--- config.mk ---
export PLATFORM = sky130hd
export DESIGN_NAME = fifo_traffic_gen
export DESIGN_NICKNAME = d
export VERILOG_FILES = /design/src/rtl/fifo_traffic_gen.sv
export SDC_FILE = /design/constraint.sdc
export NUM_CORES = 1
export LEC_CHECK = 0
export ABC_AREA = 1
export ABC_CLOCK_PERIOD_IN_PS = 2400
export BUFFER_PORTS_ARGS = -buffer_cell sky130_fd_sc_hd__buf_2
export CAP_MARGIN = 40
export CORE_MARGIN = 2
export CORE_UTILIZATION = 36
export CTS_CLUSTER_SIZE = 12
export DETAILED_ROUTE_END_ITERATION = 8
export RECOVER_POWER = 25
export SLEW_MARGIN = 10
export SYNTH_ARGS = -nofsm -noshare
export SYNTH_HDL_FRONTEND = slang
export SYNTH_SLANG_ARGS = --single-unit
--- constraint.sdc ---
create_clock -name SYSCLK -period 2.4 [get_ports SYSCLK]
set_input_delay 0.36 -clock SYSCLK [delete_from_list [all_inputs] [get_ports SYSCLK]]
set_output_delay 0.36 -clock SYSCLK [all_outputs]
set_load 0.01 [all_outputs]
--- src/rtl/fifo_traffic_gen.sv ---
// Burst traffic generator driving a FIFO write/read port with an incrementing data pattern.
// Define FIFO_TG_CHECK_EN to enable read-data checking into ERR_CNT; otherwise ERR_CNT is tied to 0.
module fifo_traffic_gen #(
  parameter int  DATA_W    = 8,
  parameter int  BURST_MAX = 16,
  parameter int  GAP       = 1,
  localparam int LEN_W     = $clog2(BURST_MAX + 1)
) (
  input  logic              SYSCLK,
  input  logic              RST,
  input  logic              START,
  input  logic [1:0]        MODE,
  input  logic [LEN_W-1:0]  BURST_LEN,
  input  logic [DATA_W-1:0] SEED,
  input  logic              FULL,
  input  logic              EMPTY,
  input  logic [DATA_W-1:0] FIFO_OUT,
  output logic              WR_EN,
  output logic              RD_EN,
  output logic [DATA_W-1:0] FIFO_IN,
  output logic              BUSY,
  output logic              DONE,
  output logic [LEN_W-1:0]  WR_CNT,
  output logic [LEN_W-1:0]  RD_CNT,
  output logic [7:0]        ERR_CNT
);

  localparam int               GAP_W    = (GAP > 1) ? $clog2(GAP) : 1;
  localparam logic [GAP_W-1:0] GAP_LAST = GAP_W'((GAP > 0) ? GAP - 1 : 0);
  localparam logic [LEN_W-1:0] LEN_MAX  = LEN_W'(BURST_MAX);
  localparam logic [1:0]       MODE_RD    = 2'b01;
  localparam logic [1:0]       MODE_WR_RD = 2'b10;
  localparam logic [1:0]       MODE_NOP   = 2'b11;

  typedef enum logic [2:0] {
    S_IDLE    = 3'd0,
    S_WR_BEAT = 3'd1,
    S_WR_GAP  = 3'd2,
    S_RD_BEAT = 3'd3,
    S_RD_GAP  = 3'd4,
    S_FLUSH   = 3'd5,
    S_DONE    = 3'd6
  } state_t;

  state_t              state_r;
  state_t              state_nxt_s;
  logic [1:0]          mode_r;
  logic [LEN_W-1:0]    len_r;
  logic [DATA_W-1:0]   seed_r;
  logic [LEN_W-1:0]    wr_cnt_r;
  logic [LEN_W-1:0]    rd_cnt_r;
  logic [GAP_W-1:0]    gap_cnt_r;
  logic                busy_r;
  logic                done_r;
  logic [LEN_W-1:0]    len_clamp_s;
  logic                start_acc_s;
  logic                wr_en_s;
  logic                rd_en_s;
  logic                wr_last_s;
  logic                rd_last_s;

  assign len_clamp_s = (BURST_LEN > LEN_MAX) ? LEN_MAX : BURST_LEN;
  assign start_acc_s = (state_r == S_IDLE) && START;
  // Strobes react to FULL/EMPTY in the same cycle so a stalled beat is never issued
  assign wr_en_s     = (state_r == S_WR_BEAT) && !FULL;
  assign rd_en_s     = (state_r == S_RD_BEAT) && !EMPTY;
  assign wr_last_s   = (wr_cnt_r + LEN_W'(1)) == len_r;
  assign rd_last_s   = (rd_cnt_r + LEN_W'(1)) == len_r;

  // Next-state decode for the burst sequencer
  always_comb begin
    state_nxt_s = state_r;
    case (state_r)
      S_IDLE: begin
        if (START) begin
          if ((MODE == MODE_NOP) || (len_clamp_s == {LEN_W{1'b0}})) begin
            state_nxt_s = S_DONE;
          end else if (MODE == MODE_RD) begin
            state_nxt_s = S_RD_BEAT;
          end else begin
            state_nxt_s = S_WR_BEAT;
          end
        end else begin
          state_nxt_s = S_IDLE;
        end
      end
      S_WR_BEAT: begin
        if (!wr_en_s) begin
          state_nxt_s = S_WR_BEAT;
        end else if (wr_last_s) begin
          state_nxt_s = (mode_r == MODE_WR_RD) ? S_RD_BEAT : S_FLUSH;
        end else if (GAP == 0) begin
          state_nxt_s = S_WR_BEAT;
        end else begin
          state_nxt_s = S_WR_GAP;
        end
      end
      S_WR_GAP: begin
        if (gap_cnt_r == GAP_LAST) begin
          state_nxt_s = S_WR_BEAT;
        end else begin
          state_nxt_s = S_WR_GAP;
        end
      end
      S_RD_BEAT: begin
        if (!rd_en_s) begin
          state_nxt_s = S_RD_BEAT;
        end else if (rd_last_s) begin
          state_nxt_s = S_FLUSH;
        end else if (GAP == 0) begin
          state_nxt_s = S_RD_BEAT;
        end else begin
          state_nxt_s = S_RD_GAP;
        end
      end
      S_RD_GAP: begin
        if (gap_cnt_r == GAP_LAST) begin
          state_nxt_s = S_RD_BEAT;
        end else begin
          state_nxt_s = S_RD_GAP;
        end
      end
      S_FLUSH: state_nxt_s = S_DONE;
      S_DONE:  state_nxt_s = S_IDLE;
      default: state_nxt_s = S_IDLE;
    endcase
  end

  // State register, latched burst parameters, beat and gap counters
  always_ff @(posedge SYSCLK) begin
    if (RST) begin
      state_r   <= S_IDLE;
      mode_r    <= 2'b00;
      len_r     <= {LEN_W{1'b0}};
      seed_r    <= {DATA_W{1'b0}};
      wr_cnt_r  <= {LEN_W{1'b0}};
      rd_cnt_r  <= {LEN_W{1'b0}};
      gap_cnt_r <= {GAP_W{1'b0}};
      busy_r    <= 1'b0;
      done_r    <= 1'b0;
    end else begin
      state_r <= state_nxt_s;
      busy_r  <= (state_nxt_s != S_IDLE) && (state_nxt_s != S_DONE);
      done_r  <= (state_nxt_s == S_DONE);
      if (start_acc_s) begin
        mode_r   <= MODE;
        len_r    <= len_clamp_s;
        seed_r   <= SEED;
        wr_cnt_r <= {LEN_W{1'b0}};
        rd_cnt_r <= {LEN_W{1'b0}};
      end else begin
        if (wr_en_s) begin
          wr_cnt_r <= wr_cnt_r + LEN_W'(1);
        end
        if (rd_en_s) begin
          rd_cnt_r <= rd_cnt_r + LEN_W'(1);
        end
      end
      if ((state_r == state_nxt_s) && ((state_r == S_WR_GAP) || (state_r == S_RD_GAP))) begin
        gap_cnt_r <= gap_cnt_r + GAP_W'(1);
      end else begin
        gap_cnt_r <= {GAP_W{1'b0}};
      end
    end
  end

  assign WR_EN   = wr_en_s;
  assign RD_EN   = rd_en_s;
  assign FIFO_IN = wr_en_s ? (seed_r + DATA_W'(wr_cnt_r)) : {DATA_W{1'b0}};
  assign BUSY    = busy_r;
  assign DONE    = done_r;
  assign WR_CNT  = wr_cnt_r;
  assign RD_CNT  = rd_cnt_r;

`ifdef FIFO_TG_CHECK_EN
  logic              chk_vld_r;
  logic [DATA_W-1:0] chk_exp_r;
  logic [7:0]        err_cnt_r;

  // Compare returned read data one cycle after each read beat; error count saturates
  always_ff @(posedge SYSCLK) begin
    if (RST) begin
      chk_vld_r <= 1'b0;
      chk_exp_r <= {DATA_W{1'b0}};
      err_cnt_r <= 8'd0;
    end else begin
      chk_vld_r <= rd_en_s;
      chk_exp_r <= seed_r + DATA_W'(rd_cnt_r);
      if (start_acc_s) begin
        err_cnt_r <= 8'd0;
      end else if (chk_vld_r && (FIFO_OUT != chk_exp_r) && (err_cnt_r != 8'hFF)) begin
        err_cnt_r <= err_cnt_r + 8'd1;
      end else begin
        err_cnt_r <= err_cnt_r;
      end
    end
  end

  assign ERR_CNT = err_cnt_r;
`else
  logic unused_fifo_out_s;
  assign unused_fifo_out_s = ^FIFO_OUT;
  assign ERR_CNT = 8'd0;
`endif

endmodule
# Word-level counts from Yosys, hierarchy flattened
# Index checks and enable logic that the tools add are counted.
# word_totals
regBits,31
latchBits,0
ramBits,0
mem_bits_ro,0
in_bits,28
output_inout_bits,30
word_cells,55
memories,0
# classes
add_sub_neg,4
n_mul,0
div_mod_pow,0
magnitude_cmp,1
eq_ne,13
shifts,0
n_mux,13
bitwise,1
n_reduce_logical,14
# ops
op,count
$mux W3,7
$pmux W3 S6,1
$add A5 B1 Y5 const B,2
$eq A5 B5 Y1,2
$eq A3 B3 Y1 const B,3
$add A8 B5 Y8,1
$mux W8,1
$eq A3 B2 Y1 const B,2
$gt A5 B5 Y1 const B,1
$logic_and A1 B1 Y1,5
$logic_not A5 Y1,1
$mux W5,1
$eq A2 B2 Y1 const B,2
$mux W2,2
$reduce_or A2 Y1,2
$eq A3 B1 Y1 const B,1
$eq A3 B3 Y1,1
$logic_not A3 Y1,1
$ne A3 B3 Y1 const B,1
$reduce_bool A3 Y1,1
$eq A2 B1 Y1 const B,1
$logic_not A1 Y1,2
$logic_or A1 B1 Y1,2
$add A1 B1 Y1 const B,1
other kinds (2),2

# Longest topological paths before layout
# Gate-level depths: netlist of run 1.
# logic_depth
ltp_word,11
mapped_depth,13
ltp_nobuf,13

# Least setup slack after synthesis of run 1
# No wires, ideal clock.
# synth_timing
path_type,reg2out
startpoint,register wr_cnt_r[0] (netlist: WR_CNT[0])
endpoint,output port FIFO_IN[6]
t_arrival_ps,1726
t_required_ps,2040
setup_slack_ps,314
path_stages_with_launch,10
path_buffers,0
path_cell_list,dfxtp_1 > ha_1 > fa_1 > nand2_1 > inv_1 > o21ai_0 > nand2_1 > a21oi_1 > nor2_1 > a21oi_1
# synth_between
elab_chain_len,2
# synth_rtl
item,line_no,rtl
from (decl),50,logic [LEN_W-1:0] wr_cnt_r;
from (signal assigned),136,wr_cnt_r <= {LEN_W{1'b0}};
from (signal assigned),149,wr_cnt_r <= {LEN_W{1'b0}};
from (signal assigned),153,wr_cnt_r <= wr_cnt_r + LEN_W'(1);
$add A8 B5 Y8,169,assign FIFO_IN = wr_en_s ? (seed_r + DATA_W'(wr_cnt_r)) : {DATA_W{1'b0}};
$mux W8,169,
to (decl),20,"output logic [DATA_W-1:0] FIFO_IN,"
# No other way between the ends.

# Final worst setup path of run 1
# layout_timing
startpoint,register seed_r[0]
endpoint,output port FIFO_IN[6]
# layout_between
elab_chain_len,2
# layout_rtl
item,line_no,rtl
from (decl),49,logic [DATA_W-1:0] seed_r;
from (signal assigned),135,seed_r <= {DATA_W{1'b0}};
$add A8 B5 Y8,169,
$mux W8,169,
# No other way between the ends.

==> run_results.csv, run 1 <==
group,metric,value,unit
yosys,synth_cells,281,
setup_path,worstPathMaxFanout,2,
final_layout,final_area,2290,sq um
drt,drc,0,
final_layout,layout_commonest_cell,"nand2_1",
die,initial_core_util,36.7,%
global_routing,antenna_found_initial,0,
sta,finalSetupViolations,0,
die,ios,58,
placement,postPlaceCellArea,2130,sq um
die,die_y,75.7,microns
final_layout,layout-drive-gt1-share,21.5,%
final_layout,syn_to_final_growth,23.9,%
global_routing,grt_max_degree,18,
clock_network,htree_levels,2,
pwr,irDropWorstVdd,0.000450,V
global_routing,grt-ovfl-total,0,
yosys,synth-seq-cells,31,
drt,routed_wl,4.38,mm
yosys,synth_area_leaders,"dfxtp_1 34%, nand2_1 14%, a21oi_1 8.1%, nand3_1 6.5%, inv_1 6.5%",
global_routing,grt_pass1_wl,7.16,mm
final_layout,mostFrequentLayoutCells,"68 x nand2_1, 39 x buf_2, 32 x inv_1, 28 x a21oi_1, 26 x dfxtp_1",
setup_path,startpoint_type,"register",
sta,clock.fmax,444,MHz
run_status,status,"complete, no violations",
sta,finalCriticalPeriod,2.25,ns
sta,rsz0062_at_grt,"yes",
drt,ant_nets,0,
yosys,syn_area,1850,sq um
clock_network,tritoncts,"yes",
placement,dp_hpwl,3.38,mm
clock_network,root_buffer,"clkbuf_8",
final_layout,diodes,0,
final_layout,layout.nets,366,
yosys,yosysUniqueCellTypes,28,
die,row_count,26,
sta,drv_slew,0,
placement,io_buffers,41,
worst_hold_path,min_from,"SEED[2]",
clock_network,hold_buffers,0,
worst_hold_path,min_path_type,"primary input to register",
die,die_w,75.7,microns
global_routing,grt_pass1_vias,1620,
drt,dr.pass1.iters,4,
setup_path,cp.required,2.04,ns
sta,hold_viol,0,
worst_hold_path,hold_end,"seed_r[2]$_SDFFE_PP0P_",
setup_path,r2r-end,"BUSY$_SDFF_PP0_",
die,core,5040,sq um
setup_path,regToRegSetupSlack,0.46,ns
setup_path,crit_path_end_kind,"output port",
yosys,synth_top_cell_by_area,"dfxtp_1",
global_routing,grt_usage,16.5,%
worst_hold_path,hold_depth,3,
drt,drt_iter0_drc,91,
setup_path,rr_worst_depth,14,
placement,gp_congestion,0.818,
yosys,synth_top_cell_area_share,33.5,%
setup_path,path_class,"register to output port",
clock_network,path_clk_slew,0.06,ns
sta,finalCritPeriodShare,93.8,%
yosys,syn_avg_cell_area,6.59,sq um
sta,setup-tns-final,0,ns
pwr,p_leak,1.10,nW
setup_path,r2r-start,"WR_CNT[0]$_SDFFE_PP0P_",
clock_network,clock_latency,0.28,ns
final_layout,n_fill_cell,537,
clock_network,clock_path_buffers,2,
die,fp.dieArea,5730,sq um
final_layout,stdcell_count,401,
placement,dp.cells,392,
drt,viasPerCell,4.56,
setup_path,crit_arrival,1.89,ns
drt,num_vias,1827,
drt,wl_per_cell,10.9,microns
clock_network,cts.sinks,31,
clock_network,cts_made_buffers,5,
sta,skew,0.00467,ns
pwr,powerDensity,693,nW/um^2
run,cap_viol_max_count,0,
yosys,seq_area_frac_synth,33.5,%
yosys,synth_warnings,0,
## flip-flops by register name, indices dropped and copies added, names as in the netlist
name       flops
len_r          5
gap_cnt_r      1
WR_CNT         5
RD_CNT         5
DONE           1
seed_r         8
state_r        3
mode_r         2
BUSY           1
## report_power, final
group | switching (mW) | internal [mW]
registers | 0.0530 | 0.580
clock network | 0.195 | 0.336
logic | 0.270 | 0.155
## through the flow
| stage | util (%) | hold slack (ns) | total power, mW | worst slack [ns] |
|---|---|---|---|---|
| finish | 45.5 | 0.319 | 1.59 | 0.148 |
| global route | 45.5 | 0.311 | 1.70 | -0.0173 |
| CTS | 44.7 | 0.316 | 1.59 | 0.0127 |
| detailed placement | 42.2 | 0.455 | 1.06 | 0.238 |
| global placement | 42.2 | 0.443 | 1.05 | 0.253 |
| floorplan | - | 0.432 | 0.937 | 0.314 |
## area by class of cell
class / count / area [sq um] / share of cell area (%)
repair buffers: 47 / 248 / 10.8
multi-input cells: 209 / 1070 / 46.9
clock buffers: 6 / 82.6 / 3.60
well taps: 70 / 87.6 / 3.82
flip-flops and latches: 31 / 629 / 27.5
clock inverters: 2 / 35.0 / 1.53
inverters: 36 / 135 / 5.90
## worst max-delay path, stage by stage, from the launching register on
cell and delay, ns:
dfxtp_2 0.34, ha_4 0.16, fa_2 0.33, nand2_1 0.06
inv_1 0.05, o21ai_1 0.11, nand2_1 0.09, a21oi_2 0.12
nor2_1 0.06, o21ai_1 0.12, a21oi_1 0.05, buf_2 0.14
## per-layer routing
layer	up-vias	part of all wire (%)	global-route usage (%)
met5	-	0	0
met4	0	0.71	4.29
met1	785	47	22.2
met3	4	3.7	3.97
li1	999	-	-
met2	39	48	26.6
## cell families after synthesis
kind of cell / after synthesis / share of synthesized area [%]
compound gates: 57 / 15.9
xor+xnor: 4 / 1.89
fa+ha+maj: 8 / 5.81
buf+inv: 49 / 11.9
flops: 31 / 33.5
other cells: 1 / 0.203
simple gates: 131 / 30.8
## synthesized netlist by cell type
library cell and n:
nand3_2 2, xor2_1 2, buf_2 2, ha_1 7, and2_1 1, nor2_2 1, dfxtp_1 31, conb_1 1
a211oi_1 1, fa_1 1, nor3_1 2, a21oi_1 30, buf_4 9, nor2_4 1, clkinv_1 1, o211ai_1 1
o21ai_0 23, or2_2 1, clkbuf_1 2, nand4_1 7, o21a_1 1, inv_1 32, xnor2_1 2, a31oi_1 1
inv_2 3, nor2_1 24, nand3_1 24, nand2_1 68
## timing repair
item	in CTS	in global routing
buffers inserted	1	0
cloned	0	0
setup endpoints to repair	1	4
resized for setup	2	13
pin swaps	1	2
## worst max path at each step
stage,start,end,slack [ns],cells past startpoint
floorplan,WR_CNT[0]$_SDFFE_PP0P_,FIFO_IN[6],0.31,9
global placement,WR_CNT[0]$_SDFFE_PP0P_,FIFO_IN[6],0.25,11
detailed placement,WR_CNT[0]$_SDFFE_PP0P_,FIFO_IN[6],0.24,11
CTS,WR_CNT[0]$_SDFFE_PP0P_,FIFO_IN[6],0.01,11
global route,WR_CNT[2]$_SDFFE_PP0P_,FIFO_IN[7],-0.02,11
finish,seed_r[0]$_SDFFE_PP0P_,FIFO_IN[6],0.15,11
Note: power is estimated with default switching activity, not from simulation.
==> run 2: changes to the inputs <==
==> constraint.sdc (replaced) <==
create_clock -name SYSCLK -period 2.4 [get_ports SYSCLK]
set_input_delay 0.48 -clock SYSCLK [delete_from_list [all_inputs] [get_ports SYSCLK]]
set_output_delay 0.48 -clock SYSCLK [all_outputs]
set_load 0.01 [all_outputs]
==> run 2 against run 1 <==
The run now ends with negative setup slack left. Via count rose by 2.9%. Combinational power rose by 2%. Global-route usage rose by 0.064 points. Sequential cell count did not move. Die area did not move. Clock skew fell by 0.00061 ns. Critical path type unchanged. Critical endpoint unchanged.
==> run_results.csv, run 2 (synthesis results as in run 1) <==
group,metric,value,unit
drt,drc,0,
setup_path,r2r-start,"WR_CNT[1]$_SDFFE_PP0P_",
die,ios,58,
run_status,status,"complete, but fails checks",
setup_path,path_class,"register to output port",
sta,setup_ws,-0.0367,ns
global_routing,grt_usage,16.5,%
sta,skew,0.00406,ns
placement,gp_congestion,0.811,
clock_network,cts_made_buffers,5,
pwr,cellInternalPower,1.08,mW
sta,finalCritPeriodShare,102,%
die,row_count,26,
placement,dp.cells,394,
pwr,sw_frac_of_total,32.3,%
die,fp.dieArea,5730,sq um
setup_path,cp.required,1.92,ns
pwr,seq_power_share,39.6,%
pwr,switching_power,0.513,mW
clock_network,hold_buffers,0,
run_status,violations,"negative setup slack",
drt,drt_iter0_drc,139,
setup_path,crit_arrival,1.96,ns
global_routing,antenna_found_initial,0,
clock_network,tritoncts,"yes",
placement,io_buffers,41,
run,cap_viol_max_count,0,
final_layout,syn_to_final_growth,25.5,%
setup_path,startpoint_type,"register",
sta,rsz0062_at_grt,"yes",
clock_network,root_buffer,"clkbuf_8",
final_layout,layout-drive-gt1-share,21.8,%
final_layout,final_util,46.1,%
setup_path,worstPathMaxFanout,2,
final_layout,largest_reg_flops,8,
global_routing,grt_pass1_wl,7.23,mm
clock_network,clock_latency,0.28,ns
setup_path,crit_chain,"ha_4 > fa_2 > nand2_1 > inv_1 > o21ai_1 > nand2_1 > a21oi_2 > nor2_2 > o21ai_1 > a21oi_1 > buf_2",
setup_path,cp_num_buf_inv,2,
setup_path,crit_path_end_kind,"output port",
pwr,p_comb_share,27.2,%
setup_path,cp_top_family,"adder cells",
die,die_y,75.7,microns
global_routing,grt_max_degree,13,
setup_path,startpoint,"WR_CNT[0]$_SDFFE_PP0P_",
setup_path,max_stage_delay,0.34,ns
die,initial_core_util,36.7,%
drt,num_vias,1880,
pwr,powerDensity,685,nW/um^2
worst_hold_path,min_path_type,"primary input to register",
drt,routed_wl,4.43,mm
clock_network,htree_levels,2,
sta,hold_viol,0,
pwr,p_leak,1.10,nW
sta,setup-tns-final,-0.0367,ns
clock_network,cts.sinks,31,
final_layout,mostFrequentLayoutCells,"67 x nand2_1, 35 x buf_2, 33 x inv_1, 27 x a21oi_1",
pwr,pwr-share-clk,33.2,%
sta,clock.fmax,410,MHz
final_layout,diodes,0,
global_routing,grt-ovfl-total,0,
final_layout,largest-register,"seed_r",
sta,drv_slew,0,
final_layout,layout.nets,370,
sta,hold_ws,0.441,ns
placement,dp_hpwl,3.45,mm
clock_network,clock_path_buffers,2,
sta,finalCriticalPeriod,2.44,ns
final_layout,layout_commonest_cell,"nand2_1",
global_routing,grt_pass1_vias,1621,
clock_network,path_clk_slew,0.07,ns
drt,viasPerCell,4.64,
drt,ant_nets,0,
worst_hold_path,min_from,"SEED[1]",
pwr,total_power,1.59,mW
final_layout,stdcell_count,405,
drt,dr.pass1.iters,4,
pwr,irDropWorstVdd,0.000392,V
die,die_w,75.7,microns
die,core,5040,sq um
drt,wl_per_cell,10.9,microns
setup_path,crit_slowest_cell,"dfxtp_2",
sta,finalSetupViolations,1,
-- run 2: repair_timing --
item                                    4_1_cts  5_1_grt
buffers inserted                              1        2
pin swaps                                     6        5
endpoints found under the setup margin        3        3
resized for setup                            11        7
gates cloned                                  0        0
-- run 2: tightest hold or removal path, stage by stage --
cell and delay (ns):
buf_2 0.10, nand2_1 0.05, a21oi_1 0.05
-- run 2: power by group through the flow --
| stage | Sequential, mW | Clock (mW) | Combinational, mW |
|---|---|---|---|
| 6_report | 0.630 | 0.528 | 0.432 |
| 4_1_cts | 0.631 | 0.536 | 0.435 |
| 3_3_place_gp | 0.636 | 0 | 0.424 |
| 2_1_floorplan | 0.639 | 0 | 0.298 |
| 3_5_place_dp | 0.637 | 0 | 0.426 |
| 5_1_grt | 0.638 | 0.560 | 0.500 |
-- run 2: final cells by class --
type                    count  area [sq um]
fillers                   546          2720
multi-input cells         209          1080
flip-flops and latches     31           631
repair buffers             51           273
inverters                  36           135
well taps                  70          87.6
clock buffers               6          82.6
clock inverters             2          35.0
-- run 2: path summary, 6_finish.rpt --
| check | endpoint | slack, ns | cells past startpoint |
|---|---|---|---|
| setup / recovery | FIFO_IN[6] | -0.04 | 11 |
| hold / removal | seed_r[1]$_SDFFE_PP0P_ | 0.44 | 3 |
| setup reg to reg | BUSY$_SDFF_PP0_ | 0.48 | 14 |
| hold reg to reg | mode_r[1]$_SDFFE_PP0P_ | 0.46 | 2 |
-- run 2: per-stage QoR --
stage / cell area, sq um / setup slack (ns)
3_3_place_gp: 2140 / 0.142
3_5_place_dp: 2140 / 0.128
6_report: 2320 / -0.0367
2_1_floorplan: 1880 / 0.194
4_1_cts: 2300 / -0.0150
5_1_grt: 2320 / -0.217
-- run 2: metal layers --
layer | track usage, % | up-vias | part of all wire, %
met5 | 0 | - | 0
met4 | 4.68 | 0 | 1.1
met3 | 3.57 | 8 | 3.7
met2 | 26.1 | 36 | 48
met1 | 22.9 | 821 | 48
li1 | - | 1015 | -
==> run 3: changes to the inputs <==
Settings changed: ABC_CLOCK_PERIOD_IN_PS 2400 to 2470, CORE_MARGIN 2 to not set, SKIP_LAST_GASP set to 1.
Clock period 2.4 ns to 2.47 ns, I/O delays scaled along.
==> run 3 against run 2 <==
The flow now finishes without violations. Sequential power is 3% lower. Via count hardly changed. Final cell count is 2.0% lower. Critical path depth stayed put. Power is 13% lower. Sequential cell count stayed put. Routed wire length stayed put. Non-clock buffer count is 3 lower. Largest power group unchanged.
==> run_results.csv, run 3 (synthesis results as in run 1) <==
group,metric,value,unit
drt,viasPerCell,4.74,
sta,rsz0062_at_grt,"yes",
die,die_w,73.7,microns
global_routing,grt_pass1_vias,1654,
clock_network,tritoncts,"yes",
sta,skew,0.00446,ns
drt,routed_wl,4.43,mm
clock_network,root_buffer,"clkbuf_8",
drt,wl_per_cell,11.1,microns
drt,drt_iter0_drc,79,
sta,finalCriticalPeriod,2.44,ns
global_routing,grt-ovfl-total,0,
sta,finalSetupViolations,0,
setup_path,path_class,"register to output port",
final_layout,final_area,2250,sq um
clock_network,cts_made_buffers,5,
setup_path,crit_path_end_kind,"output port",
final_layout,n_fill_cell,531,
final_layout,layout-drive-gt1-share,22.1,%
pwr,seq_power_share,44.3,%
clock_network,path_clk_slew,0.06,ns
final_layout,layout.nets,367,
drt,dr.pass1.iters,4,
placement,dp_hpwl,3.40,mm
pwr,p_comb_share,29.8,%
clock_network,cts.sinks,31,
sta,finalCritPeriodShare,98.8,%
drt,ant_nets,0,
die,core,4850,sq um
final_layout,mostFrequentLayoutCells,"68 x nand2_1, 39 x buf_2, 32 x inv_1, 27 x a21oi_1",
clock_network,clock_path_buffers,2,
setup_path,startpoint_type,"register",
pwr,powerDensity,616,nW/um^2
global_routing,grt_pass1_wl,7.31,mm
run,cap_viol_max_count,0,
sta,setup-tns-final,0,ns
placement,postPlaceCellArea,2110,sq um
sta,drv_slew,0,
pwr,sw_frac_of_total,34.9,%
pwr,p_leak,1.08,nW
worst_hold_path,min_from,"SEED[2]",
global_routing,antenna_found_initial,0,
sta,hold_viol,0,
final_layout,layout_commonest_cell,"nand2_1",
clock_network,htree_levels,2,
setup_path,r2r-start,"WR_CNT[1]$_SDFFE_PP0P_",
final_layout,largest_reg_flops,8,
die,ios,58,
die,initial_core_util,38.2,%
final_layout,diodes,0,
worst_hold_path,min_path_type,"primary input to register",
setup_path,crit_arrival,1.95,ns
drt,drc,0,
pwr,switching_power,0.484,mW
setup_path,cp.required,1.98,ns
global_routing,grt_max_degree,18,
setup_path,worstPathMaxFanout,2,
sta,clock.fmax,410,MHz
pwr,irDropWorstVdd,0.000334,V
die,die_y,73.7,microns
drt,num_vias,1881,
global_routing,grt_usage,17.8,%
placement,gp_congestion,0.791,
die,fp.dieArea,5430,sq um
setup_path,startpoint,"WR_CNT[0]$_SDFFE_PP0P_",
clock_network,clock_latency,0.28,ns
run_status,status,"complete, no violations",
final_layout,largest-register,"seed_r",
pwr,cellInternalPower,0.901,mW
die,row_count,25,
pwr,pwr-share-clk,25.9,%
placement,io_buffers,41,
final_layout,syn_to_final_growth,21.6,%
[run 3: cell type report]
| type | instances | area (sq um) | share of cell area, % |
|---|---|---|---|
| clock buffer | 6 | 72.6 | 3.23 |
| inverter | 36 | 135 | 6.01 |
| multi-input combinational | 209 | 1070 | 47.6 |
| sequential | 31 | 632 | 28.1 |
| tap | 67 | 83.8 | 3.73 |
| timing repair buffer | 48 | 255 | 11.3 |
[run 3: timing repair]
action | in CTS | in global routing
pin swaps | 1 | 2
resized for setup | 4 | 14
hold buffers | 0 | 0
endpoints found under the setup margin | 2 | 5
buffers inserted | 0 | 3
hold endpoints to repair | 0 | 0
[run 3: final timing paths]
| path | endpoint | slack, ns | depth (start not counted) |
|---|---|---|---|
| hold / removal | seed_r[2]$_SDFFE_PP0P_ | 0.45 | 3 |
| hold reg to reg | mode_r[1]$_SDFFE_PP0P_ | 0.46 | 2 |
| setup reg to reg | BUSY$_SDFF_PP0_ | 0.57 | 14 |
| setup / recovery | FIFO_IN[6] | 0.03 | 11 |
[run 3: power groups by stage]
stage / logic [mW] / registers (mW) / clock network [mW]
2_1_floorplan: 0.289 / 0.621 / 0
3_3_place_gp: 0.400 / 0.619 / 0
3_5_place_dp: 0.402 / 0.621 / 0
4_1_cts: 0.405 / 0.611 / 0.372
5_1_grt: 0.483 / 0.622 / 0.399
6_report: 0.413 / 0.613 / 0.359
[run 3: metal layers]
layer	part of all wire (%)	GRT usage [%]	vias to the layer above
li1	-	-	1004
met2	46	27.7	42
met3	3.8	4.25	9
met5	0	0	-
met4	1.8	7.69	0
met1	48	23.2	826
[run 3: through the flow]
step                std cells  hold WS, ns  power [mW]  setup slack, ns  utilization, %
floorplan                 289        0.432       0.910            0.250               -
global placement          388        0.445        1.02            0.188            43.6
detailed placement        388        0.453        1.02            0.197            43.6
CTS                       394        0.450        1.39          -0.0189            45.2
global route              397        0.456        1.50           -0.123            46.4
finish                    397        0.451        1.39           0.0296            46.4
[run 3: worst max-delay path, stage by stage, from the launching register on]
cell     delay, ns
dfxtp_2       0.32
ha_2          0.19
fa_2          0.33
nand2_1       0.06
inv_1         0.05
o21ai_1       0.12
nand2_1       0.11
a21oi_2       0.14
nor2_1        0.06
o21ai_1       0.11
a21oi_1       0.05
buf_2         0.14
